--- src/rtl/uart_rx_ctrl.sv ---
// uart_rx_ctrl: sequencer for the UART receiver block.
//   Drives the receiver's enable and watches its busy/done/err outputs.
//   Good bytes are queued in a first-word-fall-through FIFO and offered as
//   a valid/ready stream. Framing errors, dropped bytes and stuck frames are
//   reported as host status.
// Ports:
//   clk, rst            clock (rising edge), async active-high reset
//   en                  software receive enable
//   clear               pulse: zero overflow, err_count, timeout_count
//   flush               pulse: empty the FIFO
//   rx_enabled          -> receiver enable
//   rx_busy/done/err    <- receiver status (err qualified by done)
//   rx_data             <- receiver byte
//   m_data/m_valid      FIFO head stream, m_ready accepts it
//   fifo_count          FIFO occupancy
//   overflow            sticky: good byte dropped on full FIFO
//   err_count           framing errors, saturating
//   timeout_count       frame timeouts, saturating

package definitions_pkg;
  localparam int CLOCK_RATE = 50_000_000;
  localparam int BAUD_RATE  = 115_200;
endpackage

module uart_rx_ctrl #(
  parameter int DEPTH          = 8,
  parameter int FRAME_TIMEOUT  = 11 * (definitions_pkg::CLOCK_RATE / definitions_pkg::BAUD_RATE),
  parameter int RECOVER_CYCLES = 2
) (
  input  logic                     clk,
  input  logic                     rst,
  input  logic                     en,
  input  logic                     clear,
  input  logic                     flush,
  output logic                     rx_enabled,
  input  logic                     rx_busy,
  input  logic                     rx_done,
  input  logic                     rx_err,
  input  logic [7:0]               rx_data,
  output logic [7:0]               m_data,
  output logic                     m_valid,
  input  logic                     m_ready,
  output logic [$clog2(DEPTH):0]   fifo_count,
  output logic                     overflow,
  output logic [7:0]               err_count,
  output logic [7:0]               timeout_count
);

  localparam int AW = $clog2(DEPTH);
  localparam int TW = $clog2(FRAME_TIMEOUT) + 1;
  localparam int RW = $clog2(RECOVER_CYCLES) + 1;

  localparam logic [1:0] IDLE      = 2'd0;
  localparam logic [1:0] ARMED     = 2'd1;
  localparam logic [1:0] RECEIVING = 2'd2;
  localparam logic [1:0] RECOVER   = 2'd3;

  logic [1:0]    state, state_n;
  logic [TW-1:0] timer, timer_n;
  logic [RW-1:0] rec_cnt, rec_cnt_n;
  logic          done_q;
  logic          done_ev;
  logic          push_req, err_inc, to_inc;

  logic [7:0]    mem [DEPTH];
  logic [AW-1:0] wr_ptr, rd_ptr;
  logic          full, pop, do_push, do_pop;

  assign done_ev = rx_done & ~done_q;

  always_comb begin
    state_n   = state;
    timer_n   = timer;
    rec_cnt_n = rec_cnt;
    push_req  = 1'b0;
    err_inc   = 1'b0;
    to_inc    = 1'b0;
    case (state)
      IDLE: begin
        if (en) state_n = ARMED;
      end
      ARMED: begin
        // A done event here means busy was too short to be sampled.
        if (done_ev) begin
          push_req = ~rx_err;
          err_inc  = rx_err;
          state_n  = en ? ARMED : IDLE;
        end else if (!en) begin
          state_n = IDLE;
        end else if (rx_busy) begin
          state_n = RECEIVING;
          timer_n = '0;
        end
      end
      RECEIVING: begin
        timer_n = timer + 1'b1;
        if (done_ev) begin
          push_req = ~rx_err;
          err_inc  = rx_err;
          state_n  = en ? ARMED : IDLE;
        end else if (timer == TW'(FRAME_TIMEOUT - 1)) begin
          to_inc    = 1'b1;
          state_n   = RECOVER;
          rec_cnt_n = '0;
        end
      end
      default: begin
        rec_cnt_n = rec_cnt + 1'b1;
        if (rec_cnt == RW'(RECOVER_CYCLES - 1)) state_n = en ? ARMED : IDLE;
      end
    endcase
  end

  always_ff @(posedge clk or posedge rst) begin
    if (rst) begin
      state      <= IDLE;
      timer      <= '0;
      rec_cnt    <= '0;
      done_q     <= 1'b0;
      rx_enabled <= 1'b0;
    end else begin
      state      <= state_n;
      timer      <= timer_n;
      rec_cnt    <= rec_cnt_n;
      done_q     <= rx_done;
      rx_enabled <= (state_n == ARMED) || (state_n == RECEIVING);
    end
  end

  // FIFO: a full FIFO still takes a push when the head is popped the same cycle.
  assign m_valid = (fifo_count != '0);
  assign m_data  = m_valid ? mem[rd_ptr] : '0;
  assign full    = (fifo_count == ($clog2(DEPTH)+1)'(DEPTH));
  assign pop     = m_valid & m_ready;
  assign do_pop  = pop & ~flush;
  assign do_push = push_req & (~full | pop) & ~flush;

  always_ff @(posedge clk) begin
    if (do_push) mem[wr_ptr] <= rx_data;
  end

  always_ff @(posedge clk or posedge rst) begin
    if (rst) begin
      wr_ptr     <= '0;
      rd_ptr     <= '0;
      fifo_count <= '0;
    end else if (flush) begin
      wr_ptr     <= '0;
      rd_ptr     <= '0;
      fifo_count <= '0;
    end else begin
      if (do_push) wr_ptr <= wr_ptr + 1'b1;
      if (do_pop)  rd_ptr <= rd_ptr + 1'b1;
      if (do_push && !do_pop)      fifo_count <= fifo_count + 1'b1;
      else if (do_pop && !do_push) fifo_count <= fifo_count - 1'b1;
    end
  end

  always_ff @(posedge clk or posedge rst) begin
    if (rst) begin
      overflow      <= 1'b0;
      err_count     <= '0;
      timeout_count <= '0;
    end else if (clear) begin
      overflow      <= 1'b0;
      err_count     <= '0;
      timeout_count <= '0;
    end else begin
      if (push_req && full && !pop && !flush) overflow <= 1'b1;
      if (err_inc && err_count != '1)         err_count <= err_count + 1'b1;
      if (to_inc && timeout_count != '1)      timeout_count <= timeout_count + 1'b1;
    end
  end

endmodule
--- config.mk ---
export PLATFORM = sky130hd
export DESIGN_NAME = uart_rx_ctrl
export DESIGN_NICKNAME = d
export VERILOG_FILES = /design/src/rtl/uart_rx_ctrl.sv
export SDC_FILE = /design/constraint.sdc
export NUM_CORES = 1
export LEC_CHECK = 0
export CAP_MARGIN = 0
export CORE_MARGIN = 4
export CORE_UTILIZATION = 45
export CTS_CLUSTER_SIZE = 28
export DETAILED_ROUTE_END_ITERATION = 10
export GPL_ROUTABILITY_DRIVEN = 0
export MAX_ROUTING_LAYER = met4
export SETUP_SLACK_MARGIN = 0.1
export SYNTH_ARGS = -nofsm -noshare
export SYNTH_HDL_FRONTEND = slang
export SYNTH_SLANG_ARGS = --single-unit
--- constraint.sdc ---
create_clock -name clk -period 3.85 [get_ports clk]
set_clock_uncertainty 0.15 [all_clocks]
set_input_delay 0.5775 -clock clk [delete_from_list [all_inputs] [get_ports clk]]
set_output_delay 0.5775 -clock clk [all_outputs]
set_load 0.02 [all_outputs]
# [Word-level counts from Yosys, hierarchy flattened]
# Memories as Yosys holds them, arrays and structs flattened.
# Cells that the tools add are included.
[totals] reg_bits=47 ramBits=64 input_bits=17 out_inout_bits=31 elab_cells=109 mem_count=1
[classes] n_addsub=8 eq_ne=14 n_mux=39 bitwise_logic=11 reduce_logical=25
[mem_list] name="mem" words=8 word_bits=8 read_ports=1 rd_clocked_by_memory_dff=0 wr=1 line="65" source="logic [7:0] mem [DEPTH];"
[op_table] op="two-way mux 14 bit" n=3
[op_table] op="two-way mux 8 bit" n=5
[op_table] op="one-hot mux 14 bit (2 select lines)" n=1
[op_table] op="two-way mux 2 bit" n=9
[op_table] op="adder 8 x 1 -> 8 bit, second input constant" n=2
[op_table] op="inequality test 8 bit, second input constant" n=2
[op_table] op="adder 14 x 1 -> 14 bit, second input constant" n=1
[op_table] op="== test 14 x 13 -> 1 bit, second input constant" n=1
[op_table] op="two-way mux 1 bit" n=12
[op_table] op="two-way mux 3 bit" n=4
[op_table] op="two-way mux 4 bit" n=3
[op_table] op="nonzero test 2 bit" n=6
[op_table] op="inequality test 2 bit, second input constant" n=5
[op_table] op="logical AND 1 bit" n=7
[op_table] op="adder 3 x 1 -> 3 bit, second input constant" n=2
[op_table] op="== test 2 x 1 -> 1 bit, second input constant" n=3
[op_table] op="one-hot mux 2 bit (3 select lines)" n=1
[op_table] op="bitwise AND 1 bit" n=5
[op_table] op="NOT 1 bit" n=5
[op_table] op="adder 4 x 1 -> 4 bit, second input constant" n=1
[op_table] op="== test 2 bit, second input constant" n=2
[op_table] op="== test 4 bit, second input constant" n=1
[op_table] op="logical NOT 1 bit" n=4
[op_table] op="one-hot mux 2 bit (2 select lines)" n=1
[op_table] op="10 further kinds" n=11

# [Depth between registers and ports, before layout]
[depth] ltp_word=11 ltp_mapped=12 depth_no_buf=11

# [Worst setup path before layout]
# No wires, ideal clock.
[synth_timing] path_kind="register -> register" from="register state[0]" to="memory mem[2][0], enable pin" setup_time_ns=0.398 t_arrival_ns=2.298 required_ns=3.302 setup_slack_ns=1.004 stages_incl_launch_ff=8 path_buffers=1 synth_period_minus_slack_ns=2.846 cell_sequence="dfrtp_1 > inv_1 > ha_1 > nand4bb_1 > buf_2 > nor2_1 > nand2_1 > nor4b_1"
[synth_via] elab_chain_cells=7 word_cells_on_any_way=8 cone_classes="eq/ne: 2; mux: 3; bitwise: 2; reduce/logical: 1"
[synth_rtl] item="start: declaration" line="58" source="logic [1:0] state, state_n;"
[synth_rtl] item="start signal: assignment" line="122" source="state <= state_n;"
[synth_rtl] item="== test 2 bit / == test 2 x 1 -> 1 bit (equally long branches)" line="78" source="case (state)"
[synth_rtl] item="OR reduction 2 bit (no source line) (*)"
[synth_rtl] item="two-way mux 1 bit (*)"
[synth_rtl] item="bitwise AND 1 bit (*) (2 in series)" line="136" source="assign do_push = push_req & (~full | pop) & ~flush;"
[synth_rtl] item="two-way mux 1 bit (*)" line="139" source="if (do_push) mem[wr_ptr] <= rx_data;"
[synth_rtl] item="two-way mux 1 bit (not written as such) (*)" line="139"
[synth_rtl] item="end: declaration" line="65"
# Mark *: on every way between the ends. The rest lies on a longest branch, timed or not.

# [Worst setup path in the final report]
[layout_timing] from="register rd_ptr[0]" to="output port m_data[5]"
[layout_via] elab_chain_cells=2
[layout_rtl] item="start: declaration" line="66" source="logic [AW-1:0] wr_ptr, rd_ptr;"
[layout_rtl] item="start signal: assignment" line="153" source="if (do_pop) rd_ptr <= rd_ptr + 1'b1;"
[layout_rtl] item="memory (8 x 8 bit)"
[layout_rtl] item="two-way mux 8 bit" line="132" source="assign m_data = m_valid ? mem[rd_ptr] : '0;"
[layout_rtl] item="end: declaration" line="40" source="output logic [7:0] m_data,"
# No other way between the ends.

==> qor.yml <==
worst_setup_path:
  r2r_start: "state[0]"
  start_kind: "register"
  cp_cell_sequence: "buf_4 > mux4_2 > mux2i_1 > nor2_1 > clkdlybuf4s50_1"
  reg2regPathDepth: 11
  cp_slowest_cell: "dfrtp_1"
  r2r_setup_slack_ns: 0.90
  critPathMaxStageDelay_ns: 0.59
  startpoint: "rd_ptr[0]"
  r2r_end: "fifo_count[3]"
  crit_path_end_kind: "output port"
  cp.required_ns: 3.12
  cp_num_buf_inv: 2
  cp_num_cells: 5
  critPathTopFamily: "buffers and inverters"
  worstPathArrival_ns: 2.51
  cp-endpoint: "m_data[5]"
  crit_type: "reg -> out"
  worstPathMaxFanout: 7
floorplanning:
  core_sq_um: 11600
  initial_utilization: 0.464
  pin_count: 48
  row_count: 39
  die_area_sq_um: 13700
  fp.dieH_microns: 117
  die_x_microns: 117
grt:
  overflow: 0
  grt_pass1_vias: 3445
  grt_pass1_wl_mm: 17.4
  grt_max_degree: 48
  antenna_found_initial: 0
  grt.total_usage: 0.171
cts:
  clkSlewWorstSetupHoldPaths_ns: 0.07
  cts_buffer_depth: 2
  numCtsBuffers: 9
  htree_num_levels: 3
  cts_tree: "yes"
  cts_setup_buffers: 0
  clock_latency_ns: 0.34
  cts_resized: 0
  cts.sink_count: 111
  cts_root_buffer: "clkbuf_16"
  ctsHoldBuffers: 0
sta:
  max_slew_margin: 0.336
  rsz0062_at_grt: "false"
  period_minus_slack_ns: 3.23
  slew_violations: 0
  fmax_ghz: 0.309
  finalSetupViolCount: 0
  fin_setup_tns_ns: 0
  tightest_slew_ns: 0.994
  post-route-period-util: 0.840
  finalHoldViolCount: 0
logic_synthesis:
  syn_area_per_cell_sq_um: 13.2
  synth_area_leaders: "edfxtp_1 (36%), dfrtp_1 (22%), mux4_2 (6.7%), xnor2_1 (3.1%), ha_1 (3.0%)"
  synth_nets: 436
  synth_flop_cell: "edfxtp_1"
  seq_area_frac_synth: 0.578
  synth.most_common_cell: "edfxtp_1"
  syn_inst: 405
  synth_commonest_cells: "edfxtp_1 (64), dfrtp_1 (47), nor2_1 (39)"
  async_flop_share: 0.423
  synth.largest_area_cell: "edfxtp_1"
  ys_warn_count: 0
  synth_area_sq_um: 5360
  synth_top_area_frac: 0.358
  synth_cell_types: 59
  ys_seq_elements: 111
  synth-edff-count: 64
detailed_routing:
  drt_first_pass_iters: 4
  viasPerCell: 5.51
  drtIter0Drc: 139
  wl_per_cell_microns: 17.5
  routed_wl_mm: 10.6
  ant_nets: 0
  via_count: 3341
  drc: 0
cells_and_area:
  diodes: 0
  fillers: 957
  area_growth_pct: 18.0
  layout.cells.non_filler: 606
  nets: 490
  layout-drive-gt1-share: 0.145
pwr:
  power.density_nw_per_um2: 560
  leakagePower_nw: 2.27
  ir_drop_v: 0.000217
place:
  hpwl_mm: 7.32
  portBuffers: 47
  dp.cells: 591
hold_path:
  hp-class: "reg -> reg"
status:
  status: "finished clean"
flow_run:
  maxCapViolCount: 0
==> report_power, final <==
group	total, mW	internal (mW)	switching [mW]
Sequential	1.43	1.33	0.105
Combinational	1.19	0.574	0.616
Clock	0.917	0.506	0.410
Total	3.54	2.41	1.13
==> cells by family after synthesis <==
family / after synthesis / synth area share
AND/OR/NAND/NOR: 150 / 0.171
XOR/XNOR: 23 / 0.0376
multiplexers: 29 / 0.0938
buffers and inverters: 31 / 0.0254
AO/OA/AOI/OAI: 47 / 0.0607
adder cells (fa/ha/maj): 14 / 0.0341
flip-flops: 111 / 0.578
==> worst register-to-register path, cell delays in order, from the launching register on <==
cell	delay, ns
dfrtp_1	0.47
inv_1	0.10
ha_1	0.33
nand4bb_1	0.20
nor2_1	0.22
nand2_1	0.13
ha_1	0.29
a21o_1	0.18
a21oi_1	0.26
nand3_1	0.13
a31o_1	0.23
o21ba_1	0.16
==> worst min-delay path by stage <==
stage	startpoint	endpoint	slack (ns)	depth (start not counted)
finish	rec_cnt[1]	rec_cnt[1]	0.34	1
global route	rec_cnt[1]	rec_cnt[1]	0.36	1
CTS	rec_cnt[1]	rec_cnt[1]	0.34	1
detailed placement	rec_cnt[1]	rec_cnt[1]	0.32	1
global placement	rec_cnt[1]	rec_cnt[1]	0.31	1
floorplan	rec_cnt[1]	rec_cnt[1]	0.30	1
==> per-stage QoR <==
step / hold slack, ns / utilization / worst slack, ns / total power, mW / instance area, sq um
6_report: 0.337 / 0.547 / 0.616 / 3.54 / 6330
5_1_grt: 0.362 / 0.547 / 0.441 / 3.75 / 6330
3_3_place_gp: 0.313 / 0.522 / 0.688 / 2.66 / 6040
4_1_cts: 0.338 / 0.547 / 0.551 / 3.59 / 6330
2_1_floorplan: 0.300 / - / 1.00 / 2.27 / 5360
3_5_place_dp: 0.320 / 0.522 / 0.597 / 2.67 / 6040
==> placed cells by master (no fill, tap or decap), types with 5 or more instances in the layout <==
cell and instances:
a21o_1 5, a21oi_1 14, buf_4 13, clkbuf_16 9, clkdlybuf4s50_1 47, dfrtp_1 47, edfxtp_1 64, ha_1 13
inv_1 13, mux2i_1 12, mux4_2 16, nand2_1 22, nand3_1 19, nor2_1 39, nor3_1 13, nor4_2 5
o21ai_0 12, or3_1 7, xnor2_1 19
==> metal layers <==
metal,up-vias,track usage,wire (microns),share of wire
li1,1610,-,-,-
met1,1667,0.209,4690,0.44
met2,53,0.291,5450,0.51
met3,11,0.0319,326,0.031
met4,0,0.0482,145,0.014
met5,-,-,0,0
==> sequential cells by signal, indices dropped and copies added (netlist names) <==
register	flops
state	2
rx_enabled	1
timer	14
fifo_count	4
rec_cnt	2
overflow	1
rd_ptr	3
err_count	8
wr_ptr	3
timeout_count	8
mem	64
done_q	1
==> layout make-up <==
class,count,area (sq um),area share
Sequential cell,111,3100,0.490
Multi-Input combinational cell,263,2140,0.338
Timing Repair Buffer,60,568,0.0898
Clock buffer,11,233,0.0368
Tap cell,143,179,0.0283
Clock inverter,4,55.1,0.00870
Inverter,14,52.6,0.00831
No activity file was read; power rests on OpenSTA's default activity.
